$ cat config.mk
export PLATFORM = sky130hd
export DESIGN_NAME = fetch_unit_flat
export DESIGN_NICKNAME = d
export VERILOG_FILES = /design/src/rtl/fetch_if.sv /design/src/rtl/fetch_unit.sv /design/src/flat_wrapper.sv
export SDC_FILE = /design/constraint.sdc
export NUM_CORES = 1
export LEC_CHECK = 0
export ABC_CLOCK_PERIOD_IN_PS = 3300
export BUFFER_PORTS_ARGS = -buffer_cell sky130_fd_sc_hd__buf_2
export CORE_MARGIN = 2
export CORE_UTILIZATION = 46
export CTS_CLUSTER_SIZE = 16
export DETAILED_ROUTE_END_ITERATION = 12
export GPL_TIMING_DRIVEN = 0
export HOLD_SLACK_MARGIN = 0.1
export PLACE_DENSITY = 0.77
export SLEW_MARGIN = 20
export SYNTH_ARGS = -nofsm -noshare
export SYNTH_HDL_FRONTEND = slang
export SYNTH_SLANG_ARGS = --single-unit
$ cat constraint.sdc
create_clock -name clk -period 3.3 [get_ports clk]
set_clock_uncertainty 0.05 [all_clocks]
set_input_delay 0.66 -clock clk [delete_from_list [all_inputs] [get_ports clk]]
set_output_delay 0.66 -clock clk [all_outputs]
set_load 0.01 [all_outputs]
$ cat src/rtl/fetch_if.sv
// Fetch-stage bundle: pipeline control and redirects in, memory address and IF/ID register out.
interface fetch_if;
  logic        stall;
  logic        branch_taken;
  logic [31:0] branch_target;
  logic        jump;
  logic [25:0] jump_index;
  logic [31:0] read_address;
  logic [31:0] instruction;
  logic [31:0] if_id_instruction;
  logic [31:0] if_id_pc_plus4;
  logic        if_id_valid;
  logic        fault;
  logic [31:0] fault_pc;
  logic [31:0] fetch_count;

  modport slave (
    input  stall, branch_taken, branch_target, jump, jump_index, instruction,
    output read_address, if_id_instruction, if_id_pc_plus4, if_id_valid,
           fault, fault_pc, fetch_count
  );

  modport master (
    output stall, branch_taken, branch_target, jump, jump_index, instruction,
    input  read_address, if_id_instruction, if_id_pc_plus4, if_id_valid,
           fault, fault_pc, fetch_count
  );
endinterface

$ cat src/rtl/fetch_unit.sv
// MIPS instruction-fetch stage: PC register, next-PC selection with legality check,
// IF/ID pipeline register and a sticky fault state for illegal fetch addresses.
module fetch_unit #(
  parameter logic [31:0] RESET_PC  = 32'h0000_0000,
  parameter int unsigned MEM_BYTES = 32
) (
  input logic    clk,
  input logic    rst,
  fetch_if.slave bus
);

  localparam logic [31:0] LAST_PC = 32'(MEM_BYTES - 4);

  typedef enum logic [0:0] {RUN = 1'b0, FAULT = 1'b1} state_t;

  state_t      state_q, state_d;
  logic [31:0] pc_q, pc_d;
  logic [31:0] instr_q, instr_d;
  logic [31:0] pc4_q, pc4_d;
  logic        valid_q, valid_d;
  logic        fault_q, fault_d;
  logic [31:0] fault_pc_q, fault_pc_d;
  logic [31:0] count_q, count_d;

  logic [31:0] pc_plus4_s;
  logic [31:0] jump_addr_s;
  logic [31:0] cand_s;
  logic        redirect_s;
  logic        legal_s;

  // Next-PC candidate and its legality, then the per-edge state update.
  always_comb begin
    pc_plus4_s  = pc_q + 32'd4;
    jump_addr_s = {pc_plus4_s[31:28], bus.jump_index, 2'b00};
    redirect_s  = bus.branch_taken | bus.jump;
    if (bus.branch_taken) begin
      cand_s = bus.branch_target;
    end else if (bus.jump) begin
      cand_s = jump_addr_s;
    end else begin
      cand_s = pc_plus4_s;
    end
    legal_s = (cand_s[1:0] == 2'b00) && (cand_s <= LAST_PC);

    state_d    = state_q;
    pc_d       = pc_q;
    instr_d    = instr_q;
    pc4_d      = pc4_q;
    valid_d    = valid_q;
    fault_d    = fault_q;
    fault_pc_d = fault_pc_q;
    count_d    = count_q;

    case (state_q)
      RUN: begin
        if (redirect_s) begin
          valid_d = 1'b0;
          if (!legal_s) begin
            state_d    = FAULT;
            fault_d    = 1'b1;
            fault_pc_d = cand_s;
          end else begin
            pc_d    = cand_s;
            instr_d = 32'd0;
          end
        end else if (bus.stall) begin
          valid_d = valid_q;
        end else begin
          // The last legal word is still delivered on the edge that faults on advance.
          instr_d = bus.instruction;
          pc4_d   = pc_plus4_s;
          valid_d = 1'b1;
          count_d = count_q + 32'd1;
          if (!legal_s) begin
            state_d    = FAULT;
            fault_d    = 1'b1;
            fault_pc_d = cand_s;
          end else begin
            pc_d = pc_plus4_s;
          end
        end
      end
      FAULT: begin
        valid_d = 1'b0;
        fault_d = 1'b1;
      end
      default: begin
        state_d = FAULT;
        valid_d = 1'b0;
        fault_d = 1'b1;
      end
    endcase
  end

  // State and pipeline registers; only reset leaves FAULT.
  always_ff @(posedge clk or negedge rst) begin
    if (!rst) begin
      state_q    <= RUN;
      pc_q       <= RESET_PC;
      instr_q    <= 32'd0;
      pc4_q      <= 32'd0;
      valid_q    <= 1'b0;
      fault_q    <= 1'b0;
      fault_pc_q <= 32'd0;
      count_q    <= 32'd0;
    end else begin
      state_q    <= state_d;
      pc_q       <= pc_d;
      instr_q    <= instr_d;
      pc4_q      <= pc4_d;
      valid_q    <= valid_d;
      fault_q    <= fault_d;
      fault_pc_q <= fault_pc_d;
      count_q    <= count_d;
    end
  end

  assign bus.read_address      = pc_q;
  assign bus.if_id_instruction = instr_q;
  assign bus.if_id_pc_plus4    = pc4_q;
  assign bus.if_id_valid       = valid_q;
  assign bus.fault             = fault_q;
  assign bus.fault_pc          = fault_pc_q;
  assign bus.fetch_count       = count_q;

endmodule

$ cat src/flat_wrapper.sv
// flat-port wrapper written by rule: the top's interface ports become plain ports
module fetch_unit_flat 
#(
  parameter logic [31:0] RESET_PC  = 32'h0000_0000,
  parameter int unsigned MEM_BYTES = 32
)
  (clk, rst, bus_stall, bus_branch_taken, bus_branch_target, bus_jump, bus_jump_index, bus_instruction, bus_read_address, bus_if_id_instruction, bus_if_id_pc_plus4, bus_if_id_valid, bus_fault, bus_fault_pc, bus_fetch_count);
  fetch_if bus_i ();
  input logic clk;
  input logic rst;
  input wire logic [$bits(bus_i.stall)-1:0] bus_stall;
  input wire logic [$bits(bus_i.branch_taken)-1:0] bus_branch_taken;
  input wire logic [$bits(bus_i.branch_target)-1:0] bus_branch_target;
  input wire logic [$bits(bus_i.jump)-1:0] bus_jump;
  input wire logic [$bits(bus_i.jump_index)-1:0] bus_jump_index;
  input wire logic [$bits(bus_i.instruction)-1:0] bus_instruction;
  output wire logic [$bits(bus_i.read_address)-1:0] bus_read_address;
  output wire logic [$bits(bus_i.if_id_instruction)-1:0] bus_if_id_instruction;
  output wire logic [$bits(bus_i.if_id_pc_plus4)-1:0] bus_if_id_pc_plus4;
  output wire logic [$bits(bus_i.if_id_valid)-1:0] bus_if_id_valid;
  output wire logic [$bits(bus_i.fault)-1:0] bus_fault;
  output wire logic [$bits(bus_i.fault_pc)-1:0] bus_fault_pc;
  output wire logic [$bits(bus_i.fetch_count)-1:0] bus_fetch_count;
  assign bus_i.stall = bus_stall;
  assign bus_i.branch_taken = bus_branch_taken;
  assign bus_i.branch_target = bus_branch_target;
  assign bus_i.jump = bus_jump;
  assign bus_i.jump_index = bus_jump_index;
  assign bus_i.instruction = bus_instruction;
  assign bus_read_address = bus_i.read_address;
  assign bus_if_id_instruction = bus_i.if_id_instruction;
  assign bus_if_id_pc_plus4 = bus_i.if_id_pc_plus4;
  assign bus_if_id_valid = bus_i.if_id_valid;
  assign bus_fault = bus_i.fault;
  assign bus_fault_pc = bus_i.fault_pc;
  assign bus_fetch_count = bus_i.fetch_count;
  fetch_unit #(.RESET_PC(RESET_PC), .MEM_BYTES(MEM_BYTES)) u_core (.clk(clk), .rst(rst), .bus(bus_i));
endmodule
Word level (Yosys, flattened, before mapping)
Index checks and enable logic that the tools add are counted.
Widths: inputs -> output; s select.
{ "word_totals": {"regBits": 163, "input_bits": 95, "elab_cells": 47, "out_inout_bits": 162} }
{ "classes": {"mux": 23, "reduce_logical": 6, "eq_ne": 3, "magnitude_cmp": 1, "bitwise": 4, "n_addsub": 2} }
{ "ops": {"columns": ["operator", "n"], "rows": [
  ["$mux 32", 11],
  ["$add 32x1->32 const B", 1],
  ["$add 32x3->32 const B", 1],
  ["$le 32x5->1 const B", 1],
  ["$mux 28", 1],
  ["$mux 1", 9],
  ["$reduce_and 3->1", 3],
  ["$pmux 1 s2", 2],
  ["$ne 3x2->1 const B", 1],
  ["$not 1->1", 3],
  ["$logic_not 2->1", 1],
  ["$ne 2x1->1 const B", 1],
  ["$ne 2x2->1 const B", 1],
  ["$reduce_and 2->1", 1],
  ["$logic_and 1x1->1", 1],
  ["$or 1x1->1", 1]
]} }

Longest topological paths before layout
{ "depth": {"depth_word": 9, "depth_mapped": 12, "mapped_depth_nobuf": 10} }

Least setup slack after synthesis
Ideal clock, no wire load.
{ "synth_path": {"path_kind": "flip-flop to flip-flop", "from": "reg u_core.pc_q[2] (netlist: u_core.bus.read_address[2])", "to": "reg u_core.pc_q[2] (netlist: u_core.bus.read_address[2])", "path_stages_with_launch": 12, "setup_ns": 0.125, "n_path_buf": 1, "path_slack_ns": -0.238, "t_required_ns": 3.125, "arrival_time_ns": 3.363, "synth_period_minus_slack_ns": 3.538, "path_cell_list": "dfrtp_1 ha_1 nand3_1 nor3_1 nand3_1 xnor2_1 o31a_1 or3_1 or3_4 nor2_4 buf_6 mux2_2"} }
{ "synth_via": {"elab_chain_len": 6, "elab_cells_between_ends": 10, "cone_classes": "add/sub: 1; order compare: 1; mux: 6; reduce/logical: 2"} }
{ "synth_lines": {"columns": ["item", "line", "source"], "rows": [
  ["start, declared", "fetch_unit.sv:17", "logic [31:0] pc_q, pc_d;"],
  ["start signal, assigned", "fetch_unit.sv:108", "pc_q <= pc_d;"],
  ["$add 32x3->32 (*)", "fetch_unit.sv:33", "pc_plus4_s = pc_q + 32'd4;"],
  ["$mux 28", "fetch_unit.sv:38", "end else if (bus.jump) begin"],
  ["$mux 32", "fetch_unit.sv:36", "if (bus.branch_taken) begin"],
  ["$le 32x5->1", "fetch_unit.sv:43", "legal_s = (cand_s[1:0] == 2'b00) && (cand_s <= LAST_PC);"],
  ["$logic_and 1x1->1", "fetch_unit.sv:43", null],
  ["$reduce_and 3->1 (no source line)", null, null]
]} }
Mark *: on every way between the ends. The rest lies on a longest branch, timed or not. The select of a mux whose other input is x is not followed.
A chain may end at the register's enable or synchronous reset.

Worst setup path in the final report
{ "layout_path": {"from": "reg u_core.pc_q[6] (netlist: u_core.bus.read_address[6])", "to": "reg u_core.fault_pc_q[17] (netlist: u_core.bus.fault_pc[17])"} }
{ "layout_via": {"elab_chain_len": 8} }
{ "layout_lines": {"columns": ["item", "line", "source"], "rows": [
  ["$add 32x3->32 (*)", "fetch_unit.sv:33", null],
  ["$mux 28", "fetch_unit.sv:38", null],
  ["$mux 32 (*)", "fetch_unit.sv:36", null],
  ["$le 32x5->1", "fetch_unit.sv:43", null],
  ["$logic_and 1x1->1", "fetch_unit.sv:43", null],
  ["$mux 32 (*)", "fetch_unit.sv:58, fetch_unit.sv:74", null],
  ["$mux 32", "fetch_unit.sv:66", "end else if (bus.stall) begin"],
  ["$mux 32 (*)", "fetch_unit.sv:56", "if (redirect_s) begin"],
  ["end signal, assigned", "fetch_unit.sv:113", "fault_pc_q <= fault_pc_d;"],
  ["end, declared", "fetch_unit.sv:22", "logic [31:0] fault_pc_q, fault_pc_d;"]
]} }
Marked as above.

==> results.py <==
metrics = {
    "global_routing": {
        "antenna_found_initial": 1,
        "grt_pass1_wl_um": 38100,
        "grt_remaining_overflow": 0,
        "grt_max_degree": 87,
        "grtUsageTotal_pct": 28.3,
        "grt_pass1_vias": 6930,
    },
    "pwr": {
        "total_power_uw": 4510,
        "powerDensity_nw_per_um2": 422,
        "ir_drop_uv": 358,
        "p_leak_uw": 0.00551,
    },
    "setup_path": {
        "path_class": "register to register",
        "crit_buf_inv": 2,
        "cp.depth": 11,
        "critPathCaptureType": "register",
        "crit_family": "simple AND/OR/NAND/NOR gates",
        "slowest_delay_ns": 0.54,
        "cp.arrival_ns": 3.75,
        "cp_data_required_time_ns": 3.56,
        "critPathMaxFanout": 8,
        "reg2reg_depth": 11,
        "crit_chain": "nand4_4, buf_6, or4_4, nand3_2, or3b_4, nor4b_4, o2111ai_2, or3_4, nand2_8, clkbuf_16, mux2_2",
        "cp-start-kind": "register",
        "slowest_stage": "or4_4",
    },
    "clock_network": {
        "clock_latency_ns": 0.42,
        "clk_pin_slew_worst_paths_ns": 0.07,
        "cts_hold_buf": 0,
        "clockBufferDepth": 2,
        "cts-root-buf": "clkbuf_16",
        "htree_levels": 4,
        "cts_sinks": 163,
        "cts_tree": "built",
        "numCtsBuffers": 17,
    },
    "sta": {
        "min_period_ns": 3.49,
        "min_period_over_period_pct": 106,
        "setup_ws_ns": -0.187,
        "tightest_slew_ns": 0.896,
        "holdWs_ns": 0.156,
        "relSlewSlack_pct": 40.3,
        "hold_viol": 0,
        "rsz0062_at_grt": "yes",
        "max_freq_mhz": 287,
        "setup_viol": 88,
        "setup_tns_ns": -7.63,
        "drv_slew": 0,
    },
    "logic_synthesis": {
        "synthXorXnorAreaFrac_pct": 6.48,
        "synth.mux.area_fraction_pct": 5.65,
        "synth_top_family_by_area": "simple AND/OR/NAND/NOR gates",
        "synth_top_area_share_pct": 53.9,
        "synth_common_cells": "163 x dfrtp_1, 130 x nand2_1, 71 x o21ai_0",
        "ys_seq_area_share_pct": 53.9,
        "synth_cells": 754,
        "synth_area_um2": 7570,
        "yosys.area.top_type": "dfrtp_1",
        "synth_fa_ha_area_share_pct": 0.331,
        "synthArstFlopShare_pct": 100,
        "synth_edf_count": 0,
        "yosysMostFrequentCell": "dfrtp_1",
        "ys_ff_latch": 163,
        "synthFlopType": "dfrtp_1",
        "synth.distinct_cells": 60,
        "yosysWarnings": 0,
        "synth_compound_area_share_pct": 9.51,
        "yosys-top-cells-area": "dfrtp_1 54%, nand2_1 6.4%, o21ai_0 4.7%, mux2_2 4.3%, xnor2_1 4.1%",
        "synth_area_per_cell_um2": 10.0,
        "synth-simple-area-share_pct": 20.8,
        "synth_nets": 851,
    },
    "status": {
        "violations": "setup timing",
        "run_status": "complete, but fails checks",
    },
    "placement": {
        "gp_congestion": 0.857,
        "dp_hpwl_um": 18100,
        "numPortBuffers": 254,
        "dp.cells": 1225,
    },
    "cells_and_area": {
        "fin_util_pct": 66.7,
        "layout-drive-gt1-share_pct": 41.4,
        "layout.nets": 1165,
        "n_antenna_cell": 0,
        "syn_to_final_growth_pct": 41.0,
        "final_cells": 1297,
        "fillers": 1278,
    },
    "floorplan": {
        "io_pins": 257,
        "rows": 46,
        "fp.dieArea_um2": 17500,
        "die_x_um": 132,
        "start_util_pct": 47.3,
        "die_y_um": 132,
        "core_area_um2": 16000,
    },
    "detailed_routing": {
        "via_per_inst": 5.50,
        "detail-route-antenna-nets": 0,
        "drt_iter0_markers": 354,
        "remaining_drc_errors": 0,
        "route.detailed.wl_per_inst_um": 19.9,
        "routed_wl_um": 25800,
        "first_pass_iters": 4,
        "vias": 7138,
    },
    "job": {
        "drv_cap": 0,
    },
    "worst_hold_path": {
        "hold_path_class": "input pin to asynchronous set/reset pin",
    },
}
==> what timing repair did <==
action,CTS,global route
endpoints found under the setup margin,103,100
pin swaps,12,33
setup buffers,24,12
resized for setup,50,89
gates cloned,0,5
==> logic make-up after synthesis <==
| kind of cell | count (synthesis) |
|---|---|
| buffers and inverters | 53 |
| multiplexers | 39 |
| XOR/XNOR | 56 |
| flip-flops | 163 |
| AND/OR/NAND/NOR | 321 |
| adder cells (fa/ha/maj) | 2 |
| AO/OA/AOI/OAI | 120 |
==> routing by layer <==
metal	GRT usage [%]	up-vias	part of all wire [%]
met1	36.4	3486	41
met2	46.5	353	49
met3	6.50	52	7.6
li1	-	3245	-
met4	11.6	2	3.1
met5	0	-	0.027
==> where the power goes <==
part / internal, uW / total, uW / switching, uW
sequential: 2060 / 2090 / 36.3
clock: 1180 / 2010 / 825
combinational: 176 / 406 / 230
==> layout make-up <==
cell class	count	area, um^2	share of cell area, %
multi-input combinational	538	3660	34.3
tap	216	270	2.53
timing repair buffer	296	1740	16.3
clock buffer	22	474	4.44
inverter	9	35.0	0.328
sequential	163	4090	38.4
buffer	43	270	2.53
clock inverter	10	124	1.16
==> layout by cell type (no fill, tap or decap), types with 4 or more instances in the layout <==
cell	instances
nor3_1	9
mux2_4	25
a22oi_1	4
nand2_1	129
or2_2	4
nor2_1	30
xnor2_1	33
o22ai_1	6
nand3_2	4
buf_12	4
nor4_1	7
nand4_1	15
xor2_2	4
mux2_2	5
buf_2	254
clkbuf_1	27
clkbuf_2	6
a21oi_1	11
or3_1	6
dfrtp_2	11
mux2i_1	8
a22o_1	4
nand3_1	48
and3_1	8
and2_1	28
xor2_1	17
clkbuf_16	22
o21ai_0	51
inv_1	7
buf_6	5
buf_8	5
dfrtp_1	152
buf_4	33
o21ai_2	20
==> final timing paths <==
kind                                                             start                                      to  slack [ns]
worst min-delay path                                               rst  u_core.bus.fetch_count[23]$_DFFE_PN0P_        0.16
worst max register to register  u_core.bus.read_address[6]$_DFFE_PN0P_     u_core.bus.fault_pc[17]$_DFFE_PN0P_       -0.19
min in group clk                u_core.bus.fetch_count[31]$_DFFE_PN0P_  u_core.bus.fetch_count[31]$_DFFE_PN0P_        0.42
worst max-delay path            u_core.bus.read_address[6]$_DFFE_PN0P_     u_core.bus.fault_pc[17]$_DFFE_PN0P_       -0.19
worst min register to register  u_core.bus.fetch_count[31]$_DFFE_PN0P_  u_core.bus.fetch_count[31]$_DFFE_PN0P_        0.42
max in group asynchronous                                          rst  u_core.bus.read_address[8]$_DFFE_PN0P_        2.17
==> flip-flops by register name, indices dropped and copies added (netlist names) <==
register / flops
u_core.bus.if_id_instruction: 32
u_core.state_q: 1
u_core.bus.fault_pc: 32
u_core.bus.if_id_pc_plus4: 32
u_core.bus.fault: 1
u_core.bus.if_id_valid: 1
u_core.bus.fetch_count: 32
u_core.bus.read_address: 32
==> stage by stage <==
step                      instance area (um^2)  setup WS [ns]
after detailed placement                  9170         -0.928
after global placement                    9130          -1.30
after CTS                                10200         -0.117
final                                    10700         -0.187
after floorplan                           7590        0.00170
after global routing                     10700         -0.256
(Power assumes the default switching activity.)
